### src/rtl/sec_decode_arbiter_pkg.sv
// ---------------------------------------------------------------------------
// sec_decode_pkg
// Shared definitions for the SEC decoder arbiter slice: the arbiter FSM state
// encoding and the default decoder word widths.
// ---------------------------------------------------------------------------
package sec_decode_pkg;

  typedef enum logic [1:0] {
    ST_IDLE   = 2'd0,
    ST_LAUNCH = 2'd1,
    ST_WAIT   = 2'd2,
    ST_RESP   = 2'd3
  } state_t;

  localparam int SEC_W_BITS = 61;
  localparam int SEC_N_BITS = 53;

  // Largest value the decoder reports on N (2^52 - 1).
  localparam logic [SEC_N_BITS-1:0] SEC_ALL_ONES_N = 53'h0F_FFFF_FFFF_FFFF;

endpackage

### src/rtl/sec_decode_arbiter_rr_arbiter.sv
// ---------------------------------------------------------------------------
// rr_arbiter
// Combinational round-robin pick: the first asserted req bit found searching
// upward from ptr, wrapping from N-1 back to 0 (N need not be a power of 2).
//
// Ports:
//   req     in  [N-1:0]  request vector
//   ptr     in  [IW-1:0] highest-priority index this cycle (must be < N)
//   gnt     out [N-1:0]  one-hot grant, zero when no request
//   gnt_idx out [IW-1:0] index of the granted bit (0 when no request)
//   any     out          at least one request present
// ---------------------------------------------------------------------------
module rr_arbiter #(
  parameter int N  = 4,
  parameter int IW = $clog2(N)
) (
  input  logic [N-1:0]  req,
  input  logic [IW-1:0] ptr,
  output logic [N-1:0]  gnt,
  output logic [IW-1:0] gnt_idx,
  output logic          any
);

  always_comb begin : p_pick
    int j;
    j       = 0;
    gnt     = '0;
    gnt_idx = '0;
    any     = 1'b0;
    for (int k = 0; k < N; k++) begin
      // Candidate index ptr+k, wrapped explicitly rather than by bit overflow.
      j = int'(ptr) + k;
      if (j >= N) begin
        j = j - N;
      end
      if (!any && req[j]) begin
        any     = 1'b1;
        gnt[j]  = 1'b1;
        gnt_idx = IW'(j);
      end
    end
  end

endmodule

### src/rtl/sec_decode_arbiter.sv
// ---------------------------------------------------------------------------
// sec_decode_arbiter
// Shares one clocked SEC decoder between NUM_REQ requesters. A request word is
// accepted round-robin, the decoder is restarted with a one-cycle reset pulse,
// and the arbiter waits (bounded by TIMEOUT cycles) for found before returning
// the decoded N, or an error, to the requester that was granted.
//
// Handshakes: a transfer happens on a rising edge where valid and ready are
// both 1. req_ready is only offered in IDLE; rsp_valid, rsp_N and rsp_err
// are held unchanged until rsp_ready of the granted requester is sampled high.
//
// Ports:
//   clk, rst_n   clock, synchronous active-low reset
//   req_valid    [NUM_REQ]          per-requester request valid
//   req_W        [NUM_REQ*W_BITS]   request words, slice i*W_BITS +: W_BITS
//   req_ready    [NUM_REQ]          one-hot accept (combinational)
//   rsp_valid    [NUM_REQ]          one-hot response valid
//   rsp_ready    [NUM_REQ]          per-requester response accept
//   rsp_N        [N_BITS]           decoded word (0 on error)
//   rsp_err                         1 = decoder timed out
//   dec_rst_n                       decoder reset (restart pulse + system reset)
//   dec_W        [W_BITS]           decoder input word
//   dec_found, dec_N                decoder outputs
//   busy                            not in IDLE
// ---------------------------------------------------------------------------
module sec_decode_arbiter
  import sec_decode_pkg::*;
#(
  parameter int NUM_REQ = 4,
  parameter int W_BITS  = SEC_W_BITS,
  parameter int N_BITS  = SEC_N_BITS,
  parameter int TIMEOUT = 128
) (
  input  logic                      clk,
  input  logic                      rst_n,
  input  logic [NUM_REQ-1:0]        req_valid,
  input  logic [NUM_REQ*W_BITS-1:0] req_W,
  output logic [NUM_REQ-1:0]        req_ready,
  output logic [NUM_REQ-1:0]        rsp_valid,
  input  logic [NUM_REQ-1:0]        rsp_ready,
  output logic [N_BITS-1:0]         rsp_N,
  output logic                      rsp_err,
  output logic                      dec_rst_n,
  output logic [W_BITS-1:0]         dec_W,
  input  logic                      dec_found,
  input  logic [N_BITS-1:0]         dec_N,
  output logic                      busy
);

  localparam int IW = $clog2(NUM_REQ);
  localparam int CW = $clog2(TIMEOUT);
  localparam logic [CW-1:0] WAIT_LAST = CW'(TIMEOUT - 1);
  localparam logic [IW-1:0] LAST_REQ  = IW'(NUM_REQ - 1);

  state_t              r_state;
  logic [IW-1:0]       r_rr_ptr;
  logic [IW-1:0]       r_gnt_q;
  logic [W_BITS-1:0]   r_w_q;
  logic [N_BITS-1:0]   r_n_q;
  logic                r_err_q;
  logic [CW-1:0]       r_wait_cnt;

  logic [NUM_REQ-1:0]  w_arb_gnt;
  logic [IW-1:0]       w_arb_idx;
  logic                w_arb_any;
  logic                w_idle;
  logic                w_resp;
  logic [W_BITS-1:0]   w_req_word;

  rr_arbiter #(
    .N  (NUM_REQ),
    .IW (IW)
  ) u_rr_arbiter (
    .req     (req_valid),
    .ptr     (r_rr_ptr),
    .gnt     (w_arb_gnt),
    .gnt_idx (w_arb_idx),
    .any     (w_arb_any)
  );

  assign w_idle = (r_state == ST_IDLE);
  assign w_resp = (r_state == ST_RESP);

  // Word of the granted requester; selected by the one-hot grant.
  always_comb begin
    w_req_word = '0;
    for (int i = 0; i < NUM_REQ; i++) begin
      if (w_arb_gnt[i]) begin
        w_req_word = req_W[i*W_BITS +: W_BITS];
      end
    end
  end

  // Nothing is accepted while the block is being reset.
  assign req_ready = (w_idle && rst_n) ? w_arb_gnt : '0;

  always_comb begin
    rsp_valid = '0;
    if (w_resp) begin
      rsp_valid[r_gnt_q] = 1'b1;
    end
  end

  assign rsp_N   = w_resp ? r_n_q : '0;
  assign rsp_err = w_resp ? r_err_q : 1'b0;

  // The decoder is held in reset with the system and pulsed for the single
  // LAUNCH cycle to start a fresh decode of r_w_q.
  assign dec_rst_n = rst_n && (r_state != ST_LAUNCH);
  assign dec_W     = r_w_q;
  assign busy      = !w_idle;

  always_ff @(posedge clk) begin
    if (!rst_n) begin
      r_state    <= ST_IDLE;
      r_rr_ptr   <= '0;
      r_gnt_q    <= '0;
      r_w_q      <= '0;
      r_n_q      <= '0;
      r_err_q    <= 1'b0;
      r_wait_cnt <= '0;
    end else begin
      case (r_state)
        ST_IDLE: begin
          if (w_arb_any) begin
            r_w_q   <= w_req_word;
            r_gnt_q <= w_arb_idx;
            r_state <= ST_LAUNCH;
          end
        end
        ST_LAUNCH: begin
          // dec_found is left over from the previous decode here; ignore it.
          r_wait_cnt <= '0;
          r_state    <= ST_WAIT;
        end
        ST_WAIT: begin
          // found takes priority over a timeout in the same cycle.
          if (dec_found) begin
            r_n_q   <= dec_N;
            r_err_q <= 1'b0;
            r_state <= ST_RESP;
          end else if (r_wait_cnt == WAIT_LAST) begin
            r_n_q   <= '0;
            r_err_q <= 1'b1;
            r_state <= ST_RESP;
          end else begin
            r_wait_cnt <= r_wait_cnt + 1'b1;
          end
        end
        ST_RESP: begin
          if (rsp_ready[r_gnt_q]) begin
            r_rr_ptr <= (r_gnt_q == LAST_REQ) ? '0 : r_gnt_q + 1'b1;
            r_state  <= ST_IDLE;
          end
        end
        default: r_state <= ST_IDLE;
      endcase
    end
  end

endmodule

### config.mk
export PLATFORM = sky130hd
export DESIGN_NAME = sec_decode_arbiter
export DESIGN_NICKNAME = d
export VERILOG_FILES = /design/src/rtl/sec_decode_arbiter_pkg.sv /design/src/rtl/sec_decode_arbiter_rr_arbiter.sv /design/src/rtl/sec_decode_arbiter.sv
export SDC_FILE = /design/constraint.sdc
export NUM_CORES = 1
export LEC_CHECK = 0
export CORE_AREA = 2 2 169 171
export CTS_CLUSTER_SIZE = 10
export DETAILED_ROUTE_END_ITERATION = 10
export DIE_AREA = 0 0 171 173
export GPL_ROUTABILITY_DRIVEN = 0
export GPL_TIMING_DRIVEN = 0
export PLACE_DENSITY_LB_ADDON = 0.05
export REMOVE_ABC_BUFFERS = 1
export SKIP_LAST_GASP = 1
export SYNTH_ARGS = -nofsm -noshare
export SYNTH_HDL_FRONTEND = slang
export SYNTH_HIERARCHICAL = 1
export SYNTH_SLANG_ARGS = --single-unit
### constraint.sdc
create_clock -name clk -period 8.2 [get_ports clk]
set_clock_uncertainty 0.05 [all_clocks]
set_input_delay 2.05 -clock clk [delete_from_list [all_inputs] [get_ports clk]]
set_output_delay 2.05 -clock clk [all_outputs]
set_load 0.005 [all_outputs]
-- After elaboration in Yosys (flattened, before gate mapping)
Cells that the tools add are included.
Widths: inputs -> output; s select.
- reduce and logical (&&, ||, !) cells: 22
- add/sub/neg operators: 9
- bitwise logic cells: 3
- eq/ne operators: 11
- mux-type cells: 61
- order comparisons: 14
- operator list (operator ; count):
    $mux 61 ; 4
    $mux 53 ; 3
    $ge 32x1->1 const B ; 4
    $lt 32x4->1 const B ; 4
    $mux 32 ; 4
    $ge 32x4->1 const B ; 3
    $sub 32x4->32 const B ; 3
    $mux 4 ; 6
    $mux 1 ; 21
    $mux 2 ; 9
    $mux 7 ; 2
    $pmux 7 s2 ; 1
    $or 4x4->4 ; 3
    $bmux 1 s2 ; 5
    $demux 1 s2 ; 5
    $logic_and 1x1->1 ; 10
    $pmux 2 s4 ; 1
    $add 7x1->7 const B ; 1
    $eq 7x7->1 const B ; 1
    $add 2x2->3 const B ; 2
    $eq 2x2->1 const B ; 3
    $ne 2x1->1 const B ; 3
    $reduce_and 2->1 ; 3
    $reduce_and 3->1 ; 2
    other kinds (12) ; 17
- word-level logic and storage cells: 127
- flip-flop bits (word level): 128
- output and inout bits: 125
- input port bits: 308

-- Logic depth before layout (Yosys ltp)
Gate-level depths: netlist of run 1.
- depth in word-level cells: 19
- depth in mapped cells: 15

-- By module
The synthesis of run 1 kept the hierarchy.
- by module, submodules not included (module ; times used ; cells each ; area each (µm²)):
    sec_decode_arbiter ; 1 ; 776 ; 6543.8
    rr_arbiter ; 1 ; 48 ; 460.4

-- Least setup slack after synthesis of run 1
No wires, ideal clock.
- path kind: input -> output
- start point: input req_valid[2]
- end point: output req_ready[3]
- setup slack: 2.072 ns
- stages: 8
- arrival: 4.028 ns
- buffers on the path: 3
- cell sequence: mux4_1 > nor4b_4 > a22oi_1 > o21ai_0 > clkbuf_1 > buf_2 > buf_1 > and3_1
- longest elaborated chain between the ends: 14
- elaborated cells on any way between the ends: 29
- those cells by class: mux: 20; bitwise: 3; reduce/logical: 6
- RTL lines (item ; RTL line ; source):
    from (decl) ; sec_decode_arbiter.sv:36 ; input logic [NUM_REQ-1:0] req_valid,
    $bmux 1 s2 ; sec_decode_arbiter_rr_arbiter.sv:36 ; if (!any && req[j]) begin
    $mux 1 (not written as such) (2 in a row) ; sec_decode_arbiter_rr_arbiter.sv:36 ;
    $mux 1 ; sec_decode_arbiter_rr_arbiter.sv:36 ;
    $logic_not 1->1 ; sec_decode_arbiter_rr_arbiter.sv:36 ;
    $logic_and 1x1->1 ; sec_decode_arbiter_rr_arbiter.sv:36 ;
    $mux 1 ; sec_decode_arbiter_rr_arbiter.sv:36 ;
    $logic_not 1->1 ; sec_decode_arbiter_rr_arbiter.sv:36 ;
    $logic_and 1x1->1 ; sec_decode_arbiter_rr_arbiter.sv:36 ;
    $mux 1 ; sec_decode_arbiter_rr_arbiter.sv:36 ;
    $logic_not 1->1 ; sec_decode_arbiter_rr_arbiter.sv:36 ;
    $logic_and 1x1->1 ; sec_decode_arbiter_rr_arbiter.sv:36 ;
    $mux 4 (*) ; sec_decode_arbiter_rr_arbiter.sv:36 ;
    net w_arb_gnt[3] ; sec_decode_arbiter.sv:63 ; logic [NUM_REQ-1:0] w_arb_gnt;
    $mux 4 (*) ; sec_decode_arbiter.sv:95 ; assign req_ready = (w_idle && rst_n) ? w_arb_gnt : '0;
    to (decl) ; sec_decode_arbiter.sv:38 ; output logic [NUM_REQ-1:0] req_ready,
Mark *: on every way through the listed nets, which the timed path passes. The rest lies on a longest branch. The select of a mux whose other input is x is not followed.

-- Worst setup path after layout of run 1
Same ends and word-level chain as after synthesis.

==> flow_summary.toml, run 1 <==
[yosys]
syn_avg_cell_area_um2 = 8.50
synth_flop_cell = "dfxtp_1"
synth_edf_count = 0
yosysUniqueCellTypes = 47
synth_warnings = 6
ys_seq_elements = 128
synthArstFlopShare_pct = 0
netlist_instances = 824
syn_area_um2 = 7000
ys_seq_area_share_pct = 36.6

[timing]
post-route-period-util_pct = 89.5
tightest_slew_ns = 0.874
rsz0062_at_grt = "no"
min_period_ns = 7.34
final.setup.tns_ns = 0
hold_viol_final = 0
clock.fmax_mhz = 136
relSlewSlack_pct = 41.8
worst_slack_ns = 0.864
slew_viol_final = 0
setup_violations = 0

[cts]
cts_sinks = 128
ctsHoldBuffers = 0
clock_latency_ns = 0.42
cts_inserted_buffers = 17
cts_tree = "yes"
cts_buffer_depth = 2
cts_resized = 0
root_buffer = "clkbuf_16"
htree_num_levels = 4
postCtsSetupBuffers = 0
clk_pin_slew_ns = 0.07

[critical_path]
crit_family = "buffers and inverters"
cpPeakStageDelay_ns = 0.87
cp.required_ns = 6.10
critPathMaxFanout = 26
critPathSlowestCell = "mux4_1"
cp.arrival_ns = 5.24
path_buf_inv = 2
rr_endpoint = "dec_W[59]"
worstSetupPathType = "in -> out"
end_kind = "output port"
crit_chain = "clkdlybuf4s50_1 -> mux4_1 -> nor4b_4 -> a22oi_1 -> o21ai_4 -> and3_1 -> clkdlybuf4s50_1"
path_common_cell = "clkdlybuf4s50_1"
rr_startpoint = "r_rr_ptr[0]"
rrSetupSlack_ns = 3.88
ff2ff_path_depth = 12
start_kind = "input port"

[min_path]
hold_path_startpoint = "r_n_q[2]"
min_delay_path_depth = 1
min_to = "r_n_q[2]"
hp-class = "reg -> reg"

[routing]
viasPerCell = 4.84
drcViolationCount = 0
detail_route.wirelength_um = 31600
postRouteAntennaNets = 0
dr.pass1.iters = 4
wl_per_cell_um = 19.7
num_vias = 7752
drtIter0Drc = 375

[placement]
place_area_um2 = 11900
io_buffers = 432
dpl.hpwl_um = 23100
dp_worst_setup_slack_ns = 0.886

[layout]
nets = 1532
area_delta_synth_final_pct = 78.1
drive_gt1_share_pct = 5.33
layout_common_cells = "clkdlybuf4s50_1, dfxtp_1, a21oi_1"
utilization_pct = 45.2
final_common_cell = "clkdlybuf4s50_1"
final_area_um2 = 12500

[global_route]
grt_use_total_pct = 21.0
grt_max_degree = 84
grt_pass1_vias = 7807
grt_pass1_wl_um = 47200
grt-ovfl-total = 0
antenna_found_initial = 4

[power]
power_frac_seq_pct = 28.2
p_per_area_nw_per_um2 = 252
p_switching_mw = 1.13
combPwrFrac_pct = 46.3
share_clk_of_total_power_pct = 25.5
intPower_mw = 2.01
p_leak_nw = 4.87
vdd_drop_max_mv = 0.181
netSwitchingFraction_pct = 35.9

[outcome]
status = "complete, no violations"

[die]
die_h_um = 173
die_area_um2 = 29600
initial_utilization_pct = 25.4
num_rows = 61
fp.dieW_um = 171
io_pins = 433
coreArea_um2 = 27600

[flow_run]
drv_cap = 0
==> Yosys cell counts (all sizes together), types with 3 or more instances <==
master,instances,area [um2]
dfxtp,128,2560
a21oi,122,611
inv,71,267
o21ai,68,340
a211o,59,517
a221oi,59,517
and2,59,369
clkbuf,55,206
a22o,53,464
buf,30,173
ha,18,225
nand2,17,63.8
nor2,13,48.8
a22oi,8,60.1
and3,8,50.1
a21boi,6,48.8
mux4,5,124
nor2b,5,31.3
nand2b,4,25.0
nand3,4,20.0
mux2i,3,30.0
o211ai,3,22.5
==> worst max-delay path by stage <==
stage                  from           end  slack (ns)  depth (start not counted)
2_1_floorplan  req_valid[2]  req_ready[3]       -3.86                          5
3_3_place_gp   req_valid[3]     dec_W[49]      -12.58                          9
3_5_place_dp   req_valid[2]  req_ready[3]        0.89                          7
4_1_cts        req_valid[2]  req_ready[3]        0.86                          7
5_1_grt        req_valid[2]  req_ready[3]        0.66                          7
6_report       req_valid[2]  req_ready[3]        0.86                          7
==> power by group through the flow <==
stage / clock (mW) / sequential, mW / combinational [mW]
floorplan: 0 / 0.900 / 0.685
global placement: 0 / 0.892 / 1.50
detailed placement: 0 / 0.894 / 1.48
CTS: 0.828 / 0.885 / 1.49
global route: 0.853 / 0.908 / 1.60
finish: 0.800 / 0.886 / 1.45
==> per-layer routing <==
metal | track usage (%) | up-vias | wire length (um)
met3 | 7.48 | 30 | 2600
met1 | 23.4 | 3658 | 12400
met5 | 0 | - | 0
met4 | 6.81 | 0 | 642
li1 | - | 3812 | -
met2 | 36.8 | 252 | 15900
==> area by class of cell <==
| type | count | area, um2 |
|---|---|---|
| multi-input combinational | 540 | 3860 |
| tap | 378 | 473 |
| fill | 2776 | 15200 |
| clock buffer | 18 | 439 |
| inverter | 71 | 267 |
| sequential | 128 | 2560 |
| clock inverter | 14 | 166 |
| timing repair buffer | 448 | 4700 |
| antenna | 4 | 10.0 |
==> per-stage QoR <==
step / power [mW] / hold slack (ns) / instances
6_report: 3.14 / 0.419 / 1601
5_1_grt: 3.36 / 0.431 / 1601
4_1_cts: 3.20 / 0.420 / 1597
3_5_place_dp: 2.37 / 0.398 / 1565
3_3_place_gp: 2.39 / 0.398 / 1549
2_1_floorplan: 1.58 / 0.384 / 739
==> sequential cells by signal, summed over array words and instances (netlist names) <==
signal	flops
dec_W	61
r_err_q	1
r_gnt_q	2
r_n_q	53
r_rr_ptr	2
r_state	2
r_wait_cnt	7
==> cells by family (layout without fill, tap and decap cells) <==
family	after synthesis	count (layout)	synth area share, %
and+or+nand+nor	118	118	9.74
adders and majority gates	18	18	3.22
buffers and inverters	156	551	9.22
muxes	10	10	2.52
AOI/OAI and AO/OA	393	393	38.6
DFF	128	128	36.6
xor gates and xnor gates	1	1	0.125
other	0	4	0
Power figures use the tool's default switching activity.
==> run 2: changes to the inputs <==
- CORE_AREA: 2 2 169 171 -> 2 2 167 169
- DIE_AREA: 0 0 171 173 -> 0 0 169 171
- SETUP_SLACK_MARGIN: not set -> 0.3
==> flow_summary.toml, run 2 (synthesis results as in run 1) <==
[global_route]
met2_usage_pct = 37.2
antenna_found_initial = 5
gr-max-usage-layer = "met2"
grt_pass1_vias = 7729
grt_pass1_wl_um = 46900
grt_use_total_pct = 21.2
met1_usage_pct = 24.3
grt-ovfl-total = 0
grt_max_degree = 84
met3_usage_pct = 7.86

[timing]
post-route-period-util_pct = 89.8
final.setup.tns_ns = 0
hold_viol_final = 0
whs_ns = 0.415
setup_violations = 0
min_period_ns = 7.36
tightest_slew_ns = 0.881
clock.fmax_mhz = 136
slew_viol_final = 0
rsz0062_at_grt = "no"
relSlewSlack_pct = 41.3

[die]
io_pins = 433
initial_utilization_pct = 25.6
die_area_um2 = 28900
coreArea_um2 = 27300
num_rows = 61
fp.dieW_um = 169
die_h_um = 171

[critical_path]
cp.required_ns = 6.10
end_kind = "output port"
critPathMaxFanout = 28
start_kind = "input port"
worstSetupPathType = "in -> out"
cp.arrival_ns = 5.26

[routing]
drcViolationCount = 0
detail_route.wirelength_um = 31500
viasPerCell = 5.01
dr.pass1.iters = 6
wl_per_cell_um = 20.1
num_vias = 7847
drtIter0Drc = 422
postRouteAntennaNets = 0

[layout]
area_delta_synth_final_pct = 77.4
largest_register_ffs = 61
multiInputGateArea_um2 = 3860
layout_common_cells = "clkdlybuf4s50_1, dfxtp_1, a21oi_1"
stdcell_count = 1567
final_area_um2 = 12400
final_common_cell = "clkdlybuf4s50_1"
layout.area.seq_um2 = 2560
drive_gt1_share_pct = 5.17
nets = 1532
fill_cells = 2665

[cts]
clock_latency_ns = 0.41
root_buffer = "clkbuf_16"
postCtsSetupBuffers = 0
ctsHoldBuffers = 0
cts_buffer_depth = 2
cts_sinks = 128
htree_num_levels = 4
cts_inserted_buffers = 17
cts_resized = 0
clk_pin_slew_ns = 0.06
cts_tree = "yes"

[power]
totalPowerFinal_mw = 3.17
p_per_area_nw_per_um2 = 255
vdd_drop_max_mv = 0.121
p_leak_nw = 4.85

[placement]
io_buffers = 432
place_area_um2 = 11800
dpl.hpwl_um = 23000
place_inst = 1533

[outcome]
status = "complete, no violations"

[flow_run]
drv_cap = 0

[min_path]
hp-class = "reg -> reg"
## run 2: changes by cell type in the layout (fill, tap and decap cells not counted), moves of 2 or more
cell	before	now
inv_6	6	2
bufinv_16	2	4
inv_8	2	0
clkinvlp_4	0	3
buf_16	8	4
buf_12	8	12
## run 2: through the flow
step / utilization, % / setup slack, ns
3_5_place_dp: 43.2 / 0.844
5_1_grt: 45.5 / 0.661
2_1_floorplan: - / -3.86
4_1_cts: 45.4 / 0.813
3_3_place_gp: 41.7 / -12.98
6_report: 45.5 / 0.836
## run 2: layout make-up
| class | count | share of cell area (%) |
|---|---|---|
| clock inverters | 12 | 1.47 |
| clock buffers | 19 | 3.56 |
| well taps | 346 | 3.48 |
| multi-input cells | 540 | 31.0 |
| inverters | 71 | 2.15 |
| repair buffers | 448 | 37.6 |
| flip-flops and latches | 128 | 20.6 |
| diodes | 3 | 0.0604 |
## run 2: report_power, final
| part | internal [mW] | switching [mW] |
|---|---|---|
| clock network | 0.518 | 0.309 |
| registers | 0.798 | 0.0888 |
| logic | 0.742 | 0.713 |
## run 2: metal layers
layer / share of wire (%) / vias up
met4: 1.8 / 2
met5: 0.035 / -
met3: 8.3 / 32
li1: - / 3810
met2: 50 / 262
met1: 40 / 3741
## run 2: path summary, 6_finish.rpt
path	start	end	slack, ns	depth (start not counted)
min	r_n_q[48]	r_n_q[48]	0.41	1
max reg2reg	r_rr_ptr[0]	dec_W[58]	4.04	13
min reg2reg	r_n_q[48]	r_n_q[48]	0.41	1
max	req_valid[2]	req_ready[1]	0.84	8
## run 2: worst max-delay path, cell delays in order
cell and delay [ns]:
clkdlybuf4s50_1 0.49, mux4_1 0.86, nor4b_4 0.51, a22oi_1 0.18, o21ai_4 0.22, buf_12 0.25
and3_1 0.18, clkdlybuf4s50_1 0.49
==> run 3: changes to the inputs <==
- TNS_END_PERCENT: not set -> 5
==> results of run 3 <==
Same layout as run 2: the final DEF is identical, and so are final timing and power.
